## config.mk

```make
export PLATFORM = sky130hd
export DESIGN_NAME = ps2_mouse_init_ctrl
export DESIGN_NICKNAME = d
export VERILOG_FILES = /design/src/rtl/ps2_mouse_init_ctrl.sv
export SDC_FILE = /design/constraint.sdc
export NUM_CORES = 1
export LEC_CHECK = 0
export ABC_AREA = 0
export CORE_MARGIN = 2
export CORE_UTILIZATION = 25
export DETAILED_ROUTE_END_ITERATION = 12
export DONT_BUFFER_PORTS = 1
export GPL_TIMING_DRIVEN = 0
export PLACE_DENSITY_LB_ADDON = 0.2
export SLEW_MARGIN = 20
export SYNTH_ARGS = -nofsm -noshare
export SYNTH_HDL_FRONTEND = slang
export SYNTH_SLANG_ARGS = --single-unit
```

## constraint.sdc

```tcl
create_clock -name hclk -period 2.6 [get_ports hclk]
set_clock_uncertainty 0.1 [all_clocks]
set_input_delay 0.39 -clock hclk [delete_from_list [all_inputs] [get_ports hclk]]
set_output_delay 0.39 -clock hclk [all_outputs]
set_load 0.02 [all_outputs]
```

## src/rtl/ps2_mouse_init_ctrl.sv

```systemverilog
// rtl/ps2_mouse_init_ctrl.sv - PS/2 mouse bring-up sequencer and 3-byte movement packet framer
module ps2_mouse_init_ctrl #(
    parameter int TIMEOUT_CYC = 2000000,
    parameter int MAX_RETRY   = 3
) (
    input  logic        hclk,
    input  logic        hrst,
    input  logic        start_i,
    output logic        tx_valid_o,
    output logic [7:0]  tx_data_o,
    input  logic        tx_ready_i,
    input  logic        tx_done_i,
    input  logic        tx_err_i,
    input  logic        rx_valid_i,
    input  logic [7:0]  rx_data_i,
    output logic        pkt_valid_o,
    output logic [23:0] pkt_data_o,
    output logic        ready_o,
    output logic        busy_o,
    output logic        err_o,
    output logic [1:0]  err_code_o
);

    localparam int TW = $clog2(TIMEOUT_CYC + 1);
    localparam int RW = (MAX_RETRY < 1) ? 1 : $clog2(MAX_RETRY + 1);

    localparam logic [7:0] CMD_RESET  = 8'hFF;
    localparam logic [7:0] CMD_ENABLE = 8'hF4;

    typedef enum logic [2:0] {
        IDLE, TX_REQ, TX_WAIT, WAIT_ACK, WAIT_BAT, WAIT_ID, STREAM, ERROR
    } state_t;

    state_t        state_q, state_d;
    logic [7:0]    cmd_q, cmd_d;
    logic [RW-1:0] retry_q, retry_d;
    logic [TW-1:0] tmo_q, tmo_d;
    logic [1:0]    idx_q, idx_d;
    logic [7:0]    b0_q, b0_d, b1_q, b1_d;
    logic [23:0]   pkt_data_q, pkt_data_d;
    logic          pkt_valid_q, pkt_valid_d;
    logic [1:0]    err_code_q, err_code_d;
    logic          counting, timeout, do_retry;

    assign counting = (state_q == WAIT_ACK) || (state_q == WAIT_BAT) ||
                      (state_q == WAIT_ID)  || (state_q == STREAM);
    assign timeout  = counting && (tmo_q == TW'(TIMEOUT_CYC - 1));

    always_comb begin
        state_d     = state_q;
        cmd_d       = cmd_q;
        retry_d     = retry_q;
        err_code_d  = err_code_q;
        idx_d       = idx_q;
        b0_d        = b0_q;
        b1_d        = b1_q;
        pkt_data_d  = pkt_data_q;
        pkt_valid_d = 1'b0;
        do_retry    = 1'b0;

        case (state_q)
            TX_REQ: if (tx_ready_i) state_d = TX_WAIT;
            TX_WAIT: begin
                if (tx_err_i)       do_retry = 1'b1;
                else if (tx_done_i) state_d  = WAIT_ACK;
            end
            WAIT_ACK: begin
                if (rx_valid_i) begin
                    if (rx_data_i == 8'hFA) begin
                        state_d = (cmd_q == CMD_RESET) ? WAIT_BAT : STREAM;
                        idx_d   = 2'd0;
                    end else begin
                        do_retry = 1'b1;
                    end
                end else if (timeout) begin
                    do_retry = 1'b1;
                end
            end
            WAIT_BAT: begin
                if (rx_valid_i) begin
                    if (rx_data_i == 8'hAA) begin
                        state_d = WAIT_ID;
                    end else if (rx_data_i == 8'hFC) begin
                        state_d    = ERROR;
                        err_code_d = 2'd2;
                    end
                end else if (timeout) begin
                    cmd_d    = CMD_RESET;
                    do_retry = 1'b1;
                end
            end
            WAIT_ID: begin
                if (rx_valid_i) begin
                    if (rx_data_i == 8'h00) begin
                        cmd_d   = CMD_ENABLE;
                        retry_d = '0;
                        state_d = TX_REQ;
                    end else begin
                        state_d    = ERROR;
                        err_code_d = 2'd3;
                    end
                end else if (timeout) begin
                    do_retry = 1'b1;
                end
            end
            STREAM: begin
                if (rx_valid_i) begin
                    case (idx_q)
                        2'd0: if (rx_data_i[3]) begin
                            b0_d  = rx_data_i;
                            idx_d = 2'd1;
                        end
                        2'd1: begin
                            b1_d  = rx_data_i;
                            idx_d = 2'd2;
                        end
                        default: begin
                            pkt_data_d  = {rx_data_i, b1_q, b0_q};
                            pkt_valid_d = 1'b1;
                            idx_d       = 2'd0;
                        end
                    endcase
                end else if (timeout) begin
                    idx_d = 2'd0;
                end
            end
            default: ;
        endcase

        if (do_retry) begin
            if (retry_q == RW'(MAX_RETRY)) begin
                state_d    = ERROR;
                err_code_d = 2'd1;
            end else begin
                retry_d = retry_q + 1'b1;
                state_d = TX_REQ;
            end
        end

        // A restart from STREAM also abandons any partially framed packet.
        if (start_i && ((state_q == IDLE) || (state_q == STREAM) || (state_q == ERROR))) begin
            cmd_d      = CMD_RESET;
            retry_d    = '0;
            err_code_d = 2'd0;
            idx_d      = 2'd0;
            state_d    = TX_REQ;
        end

        tmo_d = (!counting || timeout || rx_valid_i || (state_d != state_q)) ? '0 : tmo_q + 1'b1;
    end

    always_ff @(posedge hclk) begin
        if (hrst) begin
            state_q     <= IDLE;
            cmd_q       <= '0;
            retry_q     <= '0;
            tmo_q       <= '0;
            idx_q       <= '0;
            b0_q        <= '0;
            b1_q        <= '0;
            pkt_data_q  <= '0;
            pkt_valid_q <= 1'b0;
            err_code_q  <= '0;
        end else begin
            state_q     <= state_d;
            cmd_q       <= cmd_d;
            retry_q     <= retry_d;
            tmo_q       <= tmo_d;
            idx_q       <= idx_d;
            b0_q        <= b0_d;
            b1_q        <= b1_d;
            pkt_data_q  <= pkt_data_d;
            pkt_valid_q <= pkt_valid_d;
            err_code_q  <= err_code_d;
        end
    end

    assign tx_valid_o  = (state_q == TX_REQ);
    assign tx_data_o   = (state_q == TX_REQ) ? cmd_q : 8'h00;
    assign pkt_valid_o = pkt_valid_q;
    assign pkt_data_o  = pkt_data_q;
    assign ready_o     = (state_q == STREAM);
    assign busy_o      = !((state_q == IDLE) || (state_q == STREAM) || (state_q == ERROR));
    assign err_o       = (state_q == ERROR);
    assign err_code_o  = err_code_q;

endmodule

```

**Word-level counts from Yosys, hierarchy flattened**

Index checks and enable logic that the tools add are counted.

- Register bits after elaboration: 79
- Bits in latches: 0
- RAM bits: 0
- Memory bits (read-only): 0
- Input port bits: 15
- Memories kept: 0

- $add $sub $neg: 2
- Multipliers: 0
- Div/mod/pow operators: 0
- Order comparisons: 0
- Eq/ne operators: 23
- Shift-type cells: 0
- Muxes and demuxes: 49
- Bitwise operators: 3
- Reductions and logical operators: 27

Operator list:

| kind | count |
|---|---|
| 8-bit two-way mux | 6 |
| 3-bit two-way mux | 13 |
| 2-bit two-way mux | 18 |
| 8-bit == test, second input constant | 4 |
| 21-bit by 1-bit adder with 21-bit output, second input constant | 1 |
| 21-bit == test, second input constant | 1 |
| 8-bit case mux with 2 select lines | 1 |
| 3-bit case mux with 5 select lines | 1 |
| 3-bit == test, second input constant | 4 |
| 3-bit by 2-bit != test with 1-bit output, second input constant | 4 |
| 2-bit case mux with 2 select lines | 3 |
| 5-bit AND reduction | 2 |
| 8-bit logical NOT | 1 |
| 1-bit logical OR | 8 |
| 2-bit OR reduction | 4 |
| 3-bit by 2-bit == test with 1-bit output, second input constant | 2 |
| 1-bit two-way mux | 6 |
| 3-bit AND reduction | 2 |
| 4-bit != test, second input constant | 1 |
| 4-bit AND reduction | 1 |
| 3-bit by 1-bit == test with 1-bit output, second input constant | 1 |
| 3-bit logical NOT | 1 |
| 3-bit by 1-bit != test with 1-bit output, second input constant | 1 |
| 3-bit != test | 1 |
| other kinds (13) | 17 |

**Logic depth before layout (Yosys ltp)**

- Depth after elaboration: 13
- Depth in mapped cells: 14
- Gate-level depth less buffers: 9

**Worst setup path before layout**

No wires, ideal clock.

- Path kind: register to register
- Start: register state_q[1]
- End: register tmo_q[17]
- Library setup time: 115 ps
- Arrival time: 2647 ps
- Required time: 2385 ps
- Setup slack: -263 ps
- Stages on the path, launching flop included: 15
- Buffers on the path: 5
- Period minus slack after synthesis: 2863 ps
- Cells stage by stage: dfxtp_1 > clkbuf_1 > buf_2 > inv_1 > ha_1 > buf_2 > or3b_2 > nor3_1 > a31oi_1 > o31a_1 > buf_6 > o31a_1 > nand4_2 > buf_6 > nor2_2

- Longest elaborated chain between the ends: 13
- Elaborated cells between the ends (all ways): 38
- Those cells by class: 8 x eq/ne; 16 x mux; 14 x reduce/logical

RTL lines:

| item | line | text |
|---|---|---|
| start: declaration | 34 | `state_t state_q, state_d;` |
| start signal: assignment | 165 | `state_q <= state_d;` |
| 3-bit by 2-bit == test with 1-bit output or 3-bit == test (tied branches) | 45, 61 |  |
| 1-bit logical OR (2 in series) | 45 | `assign counting = (state_q == WAIT_ACK) \|\| (state_q == WAIT_BAT) \|\|` |
| 1-bit logical OR | 46 | `(state_q == WAIT_ID) \|\| (state_q == STREAM);` |
| 1-bit logical AND | 47 | `assign timeout = counting && (tmo_q == TW'(TIMEOUT_CYC - 1));` |
| 1-bit two-way mux | 75, 87, 102 |  |
| 1-bit two-way mux, on equally long branches | 80, 68 |  |
| 1-bit case mux with 3 select lines | 61 | `case (state_q)` |
| 3-bit two-way mux | 130 | `if (do_retry) begin` |
| 3-bit two-way mux | 141 | `if (start_i && ((state_q == IDLE) \|\| (state_q == STREAM) \|\| (state_q == ERROR))) begin` |
| 3-bit != test | 149 | `tmo_d = (!counting \|\| timeout \|\| rx_valid_i \|\| (state_d != state_q)) ? '0 : tmo_q + 1'b1;` |
| 1-bit logical OR (*) | 149 |  |
| 2-bit OR reduction (no line) (*) | - |  |
| end signal: assignment | 168 | `tmo_q <= tmo_d;` |
| end: declaration | 37 | `logic [TW-1:0] tmo_q, tmo_d;` |

Every way passes the cells marked *; elsewhere a longest branch is shown, timed or not.
A chain may end at the register's enable or synchronous reset.

**Worst setup path in the final report**

- Start: register tmo_q[9]
- End: register tmo_q[17]

- Longest elaborated chain between the ends: 10
- Elaborated cells between the ends (all ways): 14
- Those cells by class: 1 x add/sub; 2 x eq/ne; 6 x mux; 5 x reduce/logical

RTL lines:

| item | line |
|---|---|
| 21-bit == test | 47 |
| 1-bit logical AND | 47 |
| 1-bit two-way mux | 75, 87, 102 |
| 1-bit two-way mux, on equally long branches | 80, 68 |
| 1-bit case mux with 3 select lines | 61 |
| 3-bit two-way mux | 130 |
| 3-bit two-way mux | 141 |
| 3-bit != test | 149 |
| 1-bit logical OR | 149 |
| 2-bit OR reduction (no line) | - |

Several ways; a longest one is shown, not always the timed one.

==> flow_summary.ini <==
[hold_path]
hp-class = primary input to flip-flop
hp-start = rx_data_i[7]
hold_end = pkt_data_o[23]
hold_depth = 2

[worst_setup_path]
critPathMaxFanout = 7
worst_ep_arrival_time_ps = 2720
crit_type = flip-flop to flip-flop
r2r_slack_ps = 20
critPathSlowestCell = or4b_4
rr_endpoint = tmo_q[17]
rr_startpoint = tmo_q[9]
crit_top_cell = o31a_1
cp-startpoint = tmo_q[9]
critPathMaxStageDelay_ps = 550
start_kind = flip-flop
cp-end-kind = flip-flop
cp.required_ps = 2730
crit_chain = or4b_4 > nor4_4 > a21oi_2 > o31a_1 > buf_6 > o31a_1 > nand4_4 > clkbuf_16 > nor2_2
reg2regPathDepth = 9

[synth]
synth_top_cell_area_share = 0.431
seq_area_frac_synth = 0.431
mappedNetlistNets = 429
synth.top_cells.by_count = dfxtp_1 (73), nand2_1 (64), nor2_1 (47), a21oi_1 (39), nand3_1 (16)
yosysWarnings = 0
synthCells = 411
synthArstFlopShare = 0
yosysTopAreaCell = dfxtp_1
yosys_register_bits = 73
ys_types = 54
synth_ff_type = dfxtp_1
synth_edf_count = 0
synth.most_common_cell = dfxtp_1
netlist_top_cells_area = dfxtp_1 (43%), nand2_1 (7.1%), a21oi_1 (5.8%), nor2_1 (5.2%), mux2i_1 (4.4%)
syn_area_um2 = 3390
post_synth.cell_area_avg_um2 = 8.26

[floorplanning]
coreArea_um2 = 13200
fp.dieH_um = 121
row_count = 42
start_util = 0.256
die_area_um2 = 14500
ios = 54
fp.dieW_um = 121

[pwr]
peakVddDrop_v = 0.000316
powerDensity_nw_per_um2 = 597
leakagePower_nw = 1.38

[timing]
worstMarginPinSlew_ps = 599
maxSlewHeadroom = 0.597
hold_slack_ps = 80.4
finalSetupViolations = 0
clock.fmax_mhz = 387
hold_viol_final = 0
period_minus_slack_ps = 2580
drv_slew = 0
finalCritPeriodShare = 0.993
rsz0062_at_grt = true

[cells_and_area]
area.growth.synth_to_final_pct = 23.3
drive_gt1_frac = 0.198
fill_cells = 1427
nets = 453
antennaDiodeCount = 0
final_util = 0.316

[global_routing]
grt_max_degree = 15
grt_pass1_wl_mm = 14.7
antenna_found_initial = 0
grt_use_total = 0.131
first_global_vias = 2842
grt-ovfl-total = 0

[cts]
path_clk_slew_ps = 60
cts_sinks = 73
clock_latency_ps = 340
cts_hold_buf = 0
clockBufferDepth = 2
cts_max_level = 3
cts_buffers = 9
tritoncts = done
root_buffer = clkbuf_16

[place]
portBuffers = 0
gp_congestion = 0.783
dp_hpwl_mm = 6.44

[routing]
wl_per_cell_um = 15.1
drt_iter0_markers = 151
drt_pre_antenna_iters = 4
post-route-drc-count = 0
viasPerCell = 4.67
drt_wl_total_mm = 9.33
postRouteAntennaNets = 0
num_vias = 2879

[job]
maxCapViolations = 0

[run_status]
status = finished clean
-- final cells by class --
cell class,instances,area [µm²],area share
Clock buffer,9,225,0.0538
Buffer,29,203,0.0484
Multi-Input combinational cell,297,1810,0.434
Tap cell,176,220,0.0526
Inverter,12,50.0,0.0120
Clock inverter,7,76.3,0.0182
Timing Repair Buffer,13,116,0.0278
Sequential cell,73,1480,0.353
-- worst max path at each step --
stage                                end  slack, ps  cells past startpoint
after floorplan                tmo_q[17]          5                     14
after global placement    pkt_data_o[12]       -590                      8
after detailed placement  pkt_data_o[12]       -220                      8
after CTS                      tmo_q[12]         -3                      9
after global routing           tmo_q[17]        -60                      9
final                          tmo_q[17]         20                      9
-- layout by cell type, fill, tap and decap left out, types with 3 or more instances in the layout --
cell and n:
a21oi_1 38, a31oi_1 6, and3_1 6, buf_4 18, buf_6 4, clkbuf_1 9, clkbuf_16 10, clkbuf_2 3
dfxtp_1 67, dfxtp_4 4, inv_1 11, inv_6 3, mux2i_1 15, nand2_1 64, nand2b_1 5, nand3_1 16
nand4_1 4, nor2_1 45, nor2_2 11, nor3_1 6, o21ai_0 4, o21bai_1 3, xnor2_1 9, xor2_1 10
-- report_power, final --
group          internal, W  total, W  switching, W
clock network     0.000749   0.00126      0.000510
registers          0.00112   0.00112    0.00000426
logic            0.0000379  0.000115     0.0000772
-- kinds of logic (layout without fill, tap and decap cells) --
family | after synthesis | after routing | share of synthesized area
multiplexers | 16 | 16 | 0.0476
XOR/XNOR | 19 | 19 | 0.0490
flip-flops | 73 | 73 | 0.431
AO/OA/AOI/OAI | 69 | 69 | 0.123
buffers and inverters | 41 | 70 | 0.0608
adder cells (fa/ha/maj) | 3 | 3 | 0.0111
AND/OR/NAND/NOR | 190 | 190 | 0.278
-- state kept, by name, indices dropped and copies added (netlist names) --
signal       flops
pkt_data_o      24
tmo_q           21
b0_q             8
b1_q             8
state_q          3
cmd_q            2
err_code_o       2
idx_q            2
retry_q          2
pkt_valid_o      1
-- repair_timing --
action	CTS	global route
gates resized for setup	26	22
pin swaps	8	4
setup endpoints to repair	59	51
cloned	2	2
buffers inserted	9	0
-- stage by stage --
stage                     TNS (ps)  worst slack [ps]  area (µm²)  total power (W)  std cells
final                            0              18.0        4180          0.00250        616
after global placement      -25150              -587        3640          0.00126        587
after CTS                    -6.12             -3.01        4130          0.00254        614
after detailed placement     -9850              -223        3650          0.00126        587
after floorplan                  0              5.26        3420          0.00124        411
after global routing          -991             -64.1        4180          0.00260        616
-- per-layer routing --
| layer | part of all wire | track usage | up-vias |
|---|---|---|---|
| met5 | 0 | 0 | - |
| met4 | 0.0090 | 0.0436 | 0 |
| met3 | 0.060 | 0.0528 | 6 |
| met2 | 0.49 | 0.221 | 63 |
| met1 | 0.44 | 0.150 | 1357 |
| li1 | - | - | 1453 |
-- worst max-delay path: cells and delay by family, from the launching register on --
kind	cells	cell delay [ps]
buffers and inverters	2	310
DFF	1	340
and+or+nand+nor	4	1050
AOI/OAI and AO/OA	3	660
(Power assumes the default switching activity.)
